### src/rtl/lsu_ctrl.sv
`default_nettype none
// ============================================================================
// Module   : lsu_ctrl
// Brief    : Load/store initiator for a single-cycle word RAM. Define
//            LSU_RMW_EN to make SB/SH read-modify-write on any lane.
// Revision : 1.0
// ============================================================================
module lsu_ctrl (
  input  logic        clk,
  input  logic        rst,
  input  logic        req_valid,
  output logic        req_ready,
  input  logic        req_is_store,
  input  logic [2:0]  req_funct3,
  input  logic [31:0] req_addr,
  input  logic [31:0] req_wdata,
  output logic        rsp_valid,
  input  logic        rsp_ready,
  output logic [31:0] rsp_data,
  output logic        rsp_err,
  output logic [31:0] ram_addr,
  output logic [1:0]  write_ram_flag,
  output logic [2:0]  load_ram_flag,
  output logic [31:0] write_ram_data,
  input  logic [31:0] ram_out
);

  typedef enum logic [1:0] {
    S_IDLE  = 2'd0,
    S_READ  = 2'd1,
    S_WRITE = 2'd2,
    S_RESP  = 2'd3
  } state_t;

  state_t      state_q;
  logic        req_ready_q, rsp_valid_q, rsp_err_q;
  logic [31:0] rsp_data_q, ram_addr_q, wr_data_q;
  logic [1:0]  wflag_q;
  logic [2:0]  lflag_q;
  logic [1:0]  lane_q;
  logic [2:0]  funct3_q;
`ifdef LSU_RMW_EN
  logic [15:0] wdata_q;
  logic        is_store_q;
`endif

  logic        err_d;
  logic        to_read_d;
  logic [1:0]  wflag_d;

  function automatic logic [31:0] load_ext(input logic [31:0] w, input logic [1:0] lane,
                                           input logic [2:0] f3);
    logic [7:0]  b;
    logic [15:0] h;
    b = w[{lane, 3'b000} +: 8];
    h = lane[1] ? w[31:16] : w[15:0];
    case (f3)
      3'b000:  load_ext = {{24{b[7]}}, b};
      3'b001:  load_ext = {{16{h[15]}}, h};
      3'b100:  load_ext = {24'd0, b};
      3'b101:  load_ext = {16'd0, h};
      default: load_ext = w;
    endcase
  endfunction

`ifdef LSU_RMW_EN
  function automatic logic [31:0] merge_lane(input logic [31:0] w, input logic [1:0] lane,
                                             input logic is_byte, input logic [15:0] d);
    merge_lane = w;
    if (is_byte) merge_lane[{lane, 3'b000} +: 8] = d[7:0];
    else         merge_lane[{lane[1], 4'b0000} +: 16] = d;
  endfunction
`endif

  // Request decode: alignment/legality, first state and native write encoding.
  always_comb begin
    err_d = 1'b0;
    case (req_funct3[1:0])
      2'b00:   err_d = 1'b0;
      2'b01:   err_d = req_addr[0];
      2'b10:   err_d = (req_addr[1:0] != 2'b00);
      default: err_d = 1'b1;
    endcase
    if (req_funct3[2] && (req_is_store || req_funct3[1])) err_d = 1'b1;
`ifdef LSU_RMW_EN
    to_read_d = !req_is_store || (req_funct3[1:0] != 2'b10);
`else
    if (req_is_store && (req_addr[1:0] != 2'b00)) err_d = 1'b1;
    to_read_d = !req_is_store;
`endif
    case (req_funct3[1:0])
      2'b00:   wflag_d = 2'b11;
      2'b01:   wflag_d = 2'b10;
      default: wflag_d = 2'b01;
    endcase
  end

  always_ff @(posedge clk or posedge rst) begin
    if (rst) begin
      state_q     <= S_IDLE;
      req_ready_q <= 1'b0;
      rsp_valid_q <= 1'b0;
      rsp_err_q   <= 1'b0;
      rsp_data_q  <= 32'd0;
      ram_addr_q  <= 32'd0;
      wr_data_q   <= 32'd0;
      wflag_q     <= 2'b00;
      lflag_q     <= 3'b000;
      lane_q      <= 2'b00;
      funct3_q    <= 3'b000;
`ifdef LSU_RMW_EN
      wdata_q     <= 16'd0;
      is_store_q  <= 1'b0;
`endif
    end else begin
      case (state_q)
        S_IDLE: begin
          req_ready_q <= 1'b1;
          if (req_valid && req_ready_q) begin
            req_ready_q <= 1'b0;
            lane_q      <= req_addr[1:0];
            funct3_q    <= req_funct3;
`ifdef LSU_RMW_EN
            wdata_q     <= req_wdata[15:0];
            is_store_q  <= req_is_store;
`endif
            if (err_d) begin
              rsp_valid_q <= 1'b1;
              rsp_err_q   <= 1'b1;
              rsp_data_q  <= 32'd0;
              state_q     <= S_RESP;
            end else if (to_read_d) begin
              ram_addr_q <= {2'b00, req_addr[31:2]};
              lflag_q    <= 3'b001;
              state_q    <= S_READ;
            end else begin
              ram_addr_q <= {2'b00, req_addr[31:2]};
              wr_data_q  <= req_wdata;
              wflag_q    <= wflag_d;
              state_q    <= S_WRITE;
            end
          end
        end
        S_READ: begin
          lflag_q <= 3'b000;
`ifdef LSU_RMW_EN
          if (is_store_q) begin
            wr_data_q <= merge_lane(ram_out, lane_q, (funct3_q[1:0] == 2'b00), wdata_q);
            wflag_q   <= 2'b01;
            state_q   <= S_WRITE;
          end else
`endif
          begin
            ram_addr_q  <= 32'd0;
            rsp_data_q  <= load_ext(ram_out, lane_q, funct3_q);
            rsp_err_q   <= 1'b0;
            rsp_valid_q <= 1'b1;
            state_q     <= S_RESP;
          end
        end
        S_WRITE: begin
          wflag_q     <= 2'b00;
          ram_addr_q  <= 32'd0;
          wr_data_q   <= 32'd0;
          rsp_data_q  <= 32'd0;
          rsp_err_q   <= 1'b0;
          rsp_valid_q <= 1'b1;
          state_q     <= S_RESP;
        end
        default: begin
          if (rsp_ready) begin
            rsp_valid_q <= 1'b0;
            rsp_err_q   <= 1'b0;
            rsp_data_q  <= 32'd0;
            req_ready_q <= 1'b1;
            state_q     <= S_IDLE;
          end
        end
      endcase
    end
  end

  assign req_ready      = req_ready_q;
  assign rsp_valid      = rsp_valid_q;
  assign rsp_data       = rsp_data_q;
  assign rsp_err        = rsp_err_q;
  assign ram_addr       = ram_addr_q;
  assign write_ram_flag = wflag_q;
  assign load_ram_flag  = lflag_q;
  assign write_ram_data = wr_data_q;

endmodule
`default_nettype wire

### config.mk
export PLATFORM = sky130hd
export DESIGN_NAME = lsu_ctrl
export DESIGN_NICKNAME = d
export VERILOG_FILES = /design/src/rtl/lsu_ctrl.sv
export SDC_FILE = /design/constraint.sdc
export NUM_CORES = 1
export LEC_CHECK = 0
export BUFFER_PORTS_ARGS = -buffer_cell sky130_fd_sc_hd__buf_4
export CAP_MARGIN = 20
export CORE_MARGIN = 1
export CORE_UTILIZATION = 39
export DETAILED_ROUTE_END_ITERATION = 8
export PLACE_DENSITY = 0.78
export SYNTH_ARGS = -nofsm -noshare
export SYNTH_HDL_FRONTEND = slang
export SYNTH_SLANG_ARGS = --single-unit
### constraint.sdc
create_clock -name clk -period 6.4 [get_ports clk]
set_input_delay 0 -clock clk [delete_from_list [all_inputs] [get_ports clk]]
set_output_delay 0 -clock clk [all_outputs]
set_load 0.01 [all_outputs]
==> results of run 1 <==
## logic make-up (layout without fill, tap and decap cells)
family	after synthesis	count (layout)	share of synthesized area, %
AND/OR/NAND/NOR	90	90	9.64
multiplexers	7	7	1.55
flip-flops	107	107	54.3
adder cells (fa/ha/maj)	4	4	1.02
other	1	4	0.0761
AO/OA/AOI/OAI	193	193	28.1
buffers and inverters	48	328	5.30
## critical path: cells and delay by family (launching register included)
kind / cells / cell delay [ps]
AO/OA/AOI/OAI: 1 / 240
adder cells (fa/ha/maj): 1 / 400
buffers and inverters: 1 / 90
flip-flops: 1 / 420
AND/OR/NAND/NOR: 2 / 1290
## area by class of cell
cell class	count	area, um^2
Fill cell	934	4400
Sequential cell	107	2680
Timing Repair Buffer	304	2540
Multi-Input combinational cell	298	2020
Clock buffer	9	225
Tap cell	168	210
Clock inverter	7	53.8
Inverter	8	32.5
## layer usage
metal | vias up | part of all wire, % | track usage (%)
li1 | 2195 | - | -
met4 | 0 | 3.7 | 13.9
met1 | 2263 | 39 | 28.3
met5 | - | 0 | 0
met3 | 46 | 7.1 | 4.61
met2 | 256 | 50 | 41.6
## power by group
part / switching, mW / internal, mW / total [mW]
logic: 0.872 / 0.780 / 1.65
clock network: 0.257 / 0.267 / 0.524
registers: 0.185 / 0.921 / 1.11
## metrics by stage
step	hold slack [ps]	std cells
floorplan	133	453
global placement	-14.4	788
detailed placement	-8.35	788
CTS	3.87	899
global route	16.7	901
finish	4.87	901
## registers in the layout (all words and copies together) (netlist names)
signal	cells
ram_addr	30
lane_q	2
state_q	2
req_ready	1
funct3_q	3
rsp_data	32
load_ram_flag	1
write_ram_data	32
rsp_valid	1
rsp_err	1
write_ram_flag	2
## worst max path at each step
stage	from	to	cells after the start
4_1_cts	state_q[0]	ram_addr[9]	6
3_3_place_gp	state_q[0]	ram_addr[23]	6
3_5_place_dp	state_q[0]	ram_addr[16]	6
6_report	state_q[1]	write_ram_data[13]	5
5_1_grt	state_q[1]	write_ram_data[21]	5
2_1_floorplan	rst	funct3_q[0]	1
## cells in the final DEF (no fill, tap or decap), drive strengths merged, types with 3 or more instances in the layout
master and n:
o31ai 3, o22ai 8, a21o 7, ha 4, mux2 5, clkinv 4
nor2b 10, dlygate4sd3 95, nand2b 31, clkbuf 9, o21ai 64, a21oi 15
o2bb2ai 23, conb 4, buf 209, nand2 27, a221oi 7, dfrtp 107
nor2 13, a22o 47, inv 9, a2bb2oi 8
## synthesized netlist by cell type, drive strengths merged
library cell and n:
and2 2, o22a 1, nor2 13, ha 4
a22o 47, a211oi 2, o41ai 1, o21ba 1
o2bb2ai 23, or3 1, o31ai 3, a22oi 1
mux2i 2, o21a 2, a21oi 15, or4 1
clkbuf 18, and4bb 1, conb 1, or2 2
buf 22, o21ai 64, o221ai 1, o22ai 8
nand2b 31, a31oi 1, nor2b 10, inv 8
a221oi 7, a21o 7, nand2 27, a2bb2oi 8
o32a 1, nand3 2, mux2 5, dfrtp 107
## repair_timing
item,4_1_cts,5_1_grt
hold endpoints to repair,120,0
hold buffers,95,0
setup buffers,0,0
gates resized for setup,0,0
==> metrics.csv, run 1 <==
stage,metric,value,unit
run_status,status,"complete, no violations",
placed_design,pre-CTS setup slack,3590,ps
power_and_ir_drop,LEAKAGE,3.78,nW
synth,cell area after synthesis,4930,um^2
global_routing,GRT Util Overall,24.2,%
placed_design,Placement Cell Area,6490,um^2
critical_path,kind of critical path,register to register,
floorplanning,die area,13100,um^2
routing,total wire length,15700,um
critical_path,slowest CP cell,and4bb_2,
critical_path,Critical Path Fanout Max,34,
timing,Max Clk Rate,396,MHz
critical_path,Critical Path Sink Type,register,
floorplanning,Core Box Area,12200,um^2
synth,synth warn,0,
synth,Netlist cell types,46,
critical_path,r2r worst-path depth,5,
global_routing,vias in the first global route,4879,
critical_path,reg2reg end,write_ram_data[13],
timing,RSZ-0062 raised after global routing,false,
timing,period utilisation layout,39.5,%
layout,layout net count,836,
synth,"top cells by area, synth","dfrtp_1 (54%), a22o_1 (8.4%), o2bb2ai_1 (4.1%)",
clock_tree,CTS Root Cell,clkbuf_16,
clock_tree,deepest clock path buffer count,2,
clock_tree,clock net sink count,107,
routing,1st-pass router iterations,5,
timing,Final Max Tran Viols,0,
min_path,HP Class,input pin to register,
min_path,Worst Hold Depth,3,
min_path,Min-Delay Startpoint,ram_out[17],
critical_path,CP startpoint kind,register,
layout,diode count,0,
critical_path,CP arrival,2810,ps
critical_path,R2R setup slack,3870,ps
clock_tree,number of CTS-inserted buffers,9,
timing,slew margin rel.,30.6,%
placed_design,HPWL after detailed placement,9800,um
layout,post-route cell area,7760,um^2
floorplanning,Die Wd,114,um
floorplanning,Die Y-Extent,114,um
routing,detailed-route DRC error count,0,
global_routing,GRT Residual Overflow,0,
min_path,WHS Endpoint,rsp_data[17],
timing,worst setup margin,3870,ps
timing,Worst-Margin Slew,1040,ps
power_and_ir_drop,Worst VDD drop,242,uV
layout,Final Util,63.8,%
floorplanning,Initial Utilization,40.5,%
power_and_ir_drop,Power Density,423,nW/um^2
clock_tree,TritonCTS clock tree,built,
timing,final hold vios,0,
timing,TNS Setup,0,ps
synth,Yosys top cell by area,dfrtp_1,
routing,via count,4760,
critical_path,Crit Reg-Reg Startpoint,state_q[1],
synth,Avg Inst Size Synth,11.0,um^2
synth,post-synthesis register bit count,107,
floorplanning,I/O Pins,208,
routing,DRT iter0 DRCs,459,
routing,post-route ant nets,0,
placed_design,port buffer count,203,
routing,via/cell ratio,5.28,
job,Max-cap violations,0,
placed_design,GPL Wtd Cong,0.862,
critical_path,CP max stage delay,900,ps
clock_tree,Max H-tree Level,3,
global_routing,largest net degree at the start of global routing,83,
synth,post-synth top area share,54.3,%
critical_path,required time worst endpoint,6680,ps
critical_path,CP cell instances,"inv_1, ha_1, nand3_1, and4bb_2, a22o_1",
global_routing,first-pass GRT wire length,24400,um
floorplanning,site row count,40,
synth,register area share after synthesis,54.3,%
timing,fin crit period,2530,ps
clock_tree,clock-pin slew on the worst setup and hold paths,70,ps
global_routing,initial antenna violation count,0,
timing,final setup fails,0,
layout,ratio of cells with drive above 1 in the final layout,33.0,%
clock_tree,"Clk Latency, worst-skew pair",350,ps
routing,Wirelength per Cell,17.4,um
timing,Final Skew,7.71,ps
layout,synth-to-layout area growth,57.4,%
synth,Syn Inst Count,450,
power_and_ir_drop,Tot Pwr,3.28,mW
No activity file was read; power rests on OpenSTA's default activity.
==> run 2, diff against run 1 <==
==> constraint.sdc (replaced) <==
create_clock -name clk -period 2.6 [get_ports clk]
set_input_delay 0 -clock clk [delete_from_list [all_inputs] [get_ports clk]]
set_output_delay 0 -clock clk [all_outputs]
set_load 0.01 [all_outputs]
==> metrics.csv, run 2 (synthesis gave the netlist of run 1 again) <==
stage,metric,value,unit,change
clock_tree,Max H-tree Level,3,,unchanged
power_and_ir_drop,LEAKAGE,3.83,nW,was 3.78 nW
routing,met3 WL,1010,um,was 1110 um
routing,post-route ant nets,0,,unchanged
critical_path,slowest CP cell,dfrtp_1,,was and4bb_2
global_routing,GRT Util Overall,25.2,%,was 24.2%
floorplanning,Die Y-Extent,114,um,unchanged
clock_tree,deepest clock path buffer count,2,,unchanged
placed_design,GPL Wtd Cong,0.882,,was 0.862
timing,Worst-Margin Slew,921,ps,was 1040 ps
critical_path,CP startpoint kind,register,,unchanged
placed_design,port buffer count,203,,unchanged
global_routing,GRT Residual Overflow,0,,unchanged
min_path,Min-Delay Startpoint,ram_out[5],,was ram_out[17]
floorplanning,site row count,40,,unchanged
timing,slew margin rel.,38.2,%,was 30.6%
placed_design,pre-CTS setup slack,505,ps,was 3590 ps
timing,fin crit period,2120,ps,was 2530 ps
layout,"most common cell after layout, fill and taps aside",buf_4,,unchanged
clock_tree,"Setup Fix Bufs, Post-CTS",0,,unchanged
critical_path,CP cell instances,"inv_1, ha_1, nand3_1, buf_4, and4bb_2, buf_4, a22o_1",,"was inv_1, ha_1, nand3_1, and4bb_2, a22o_1"
critical_path,CP max stage delay,410,ps,was 900 ps
routing,detailed-route DRC error count,0,,unchanged
global_routing,first-pass GRT wire length,25200,um,was 24400 um
min_path,HP Class,input pin to register,,unchanged
clock_tree,clock net sink count,107,,unchanged
layout,synth-to-layout area growth,59.6,%,was 57.4%
placed_design,HPWL after detailed placement,10200,um,was 9800 um
clock_tree,CTS Hold Buffers Added,98,,was 95
placed_design,DP Cell Count,797,,was 788
timing,Max Clk Rate,472,MHz,was 396 MHz
layout,Layout Cells excl Fill,913,,was 901
layout,ratio of cells with drive above 1 in the final layout,33.2,%,was 33.0%
critical_path,"delay-heaviest family, CP",buffers and inverters,,was simple AND/OR/NAND/NOR gates
routing,via count,4840,,was 4760
layout,post-route cell area,7870,um^2,was 7760 um^2
critical_path,Critical Path Sink Type,register,,unchanged
power_and_ir_drop,Tot Pwr,8.34,mW,was 3.28 mW
clock_tree,"Clk Latency, worst-skew pair",350,ps,about the same
critical_path,CP Buf/Inv Count,3,,was 1
timing,Final Max Tran Viols,0,,unchanged
critical_path,CP arrival,2400,ps,was 2810 ps
timing,worst setup margin,480,ps,was 3870 ps
critical_path,kind of critical path,register to register,,unchanged
critical_path,Crit Reg-Reg Startpoint,state_q[0],,was state_q[1]
clock_tree,TritonCTS clock tree,built,,unchanged
layout,layout net count,846,,was 836
job,Max-cap violations,0,,unchanged
placed_design,Placement Cell Area,6570,um^2,was 6490 um^2
timing,RSZ-0062 raised after global routing,false,,unchanged
routing,total wire length,16100,um,was 15700 um
global_routing,largest net degree at the start of global routing,52,,was 83
floorplanning,Core Box Area,12200,um^2,unchanged
timing,period utilisation layout,81.6,%,was 39.5%
run_status,status,"complete, no violations",,unchanged
clock_tree,number of CTS-inserted buffers,9,,unchanged
floorplanning,Initial Utilization,40.5,%,unchanged
critical_path,worst setup path start,state_q[0],,was state_q[1]
clock_tree,clock-pin slew on the worst setup and hold paths,70,ps,about the same
floorplanning,I/O Pins,208,,unchanged
routing,top sig layer,met4,,unchanged
routing,met2 routed WL,7910,um,was 7850 um
routing,1st-pass router iterations,4,,was 5
timing,TNS Setup,0,ps,unchanged
routing,met1 WL,6590,um,was 6130 um
floorplanning,die area,13100,um^2,unchanged
timing,Final Skew,7.96,ps,was 7.71 ps
timing,Fin Hold WS,18.8,ps,was 4.87 ps
critical_path,required time worst endpoint,2880,ps,was 6680 ps
layout,"commonest cells after routing, fill and taps aside","buf_4 (215), dfrtp_1 (107), dlygate4sd3_1 (98), a22o_1 (47), o21ai_0 (33)",,"was buf_4 (207), dfrtp_1 (107), dlygate4sd3_1 (95), a22o_1 (47), o21ai_0 (33)"
power_and_ir_drop,Worst VDD drop,634,uV,was 242 uV
critical_path,Crit path top cell by count,buf_4,,
routing,via/cell ratio,5.30,,was 5.28
clock_tree,count of cells resized by post-cts repair,0,,unchanged
routing,DRT iter0 DRCs,375,,was 459
power_and_ir_drop,Power Density,1060,nW/um^2,was 423 nW/um^2
global_routing,initial antenna violation count,0,,unchanged
critical_path,Critical Path Fanout Max,34,,unchanged
timing,final setup fails,0,,unchanged
timing,final hold vios,0,,unchanged
floorplanning,Die Wd,114,um,unchanged
layout,Final Util,64.7,%,was 63.8%
clock_tree,CTS Root Cell,clkbuf_16,,unchanged
global_routing,vias in the first global route,4925,,was 4879
routing,Wirelength per Cell,17.6,um,was 17.4 um
[run 2: layout make-up]
class | count | area [um^2]
fillers | 926 | 4290
flip-flops and latches | 107 | 2680
repair buffers | 314 | 2620
multi-input cells | 298 | 2020
clock buffers | 11 | 233
well taps | 168 | 210
clock inverters | 5 | 77.6
inverters | 8 | 33.8
diodes | 2 | 5.00
[run 2: final timing paths]
kind	cells past startpoint	end	slack, ps
max	7	write_ram_data[29]	480
max in group asynchronous	4	write_ram_data[29]	1460
min reg2reg	1	rsp_data[5]	500
max reg2reg	7	write_ram_data[29]	480
min	3	rsp_data[5]	20
min in group asynchronous	3	rsp_data[3]	390
[run 2: metal layers]
metal	GRT usage, %	vias to the layer above
li1	-	2224
met1	30.3	2358
met2	42.0	216
met3	5.56	42
met4	14.2	0
met5	0	-
[run 2: worst register-to-register path, cell delays in order (launching register included)]
cell and delay (ps):
dfrtp_1 410, inv_1 90, ha_1 400, nand3_1 120, buf_4 190, and4bb_2 290, buf_4 320, a22o_1 230
[run 2: power breakdown]
part / switching, mW / internal (mW)
logic: 2.23 / 1.97
registers: 0.415 / 2.27
clock network: 0.607 / 0.842
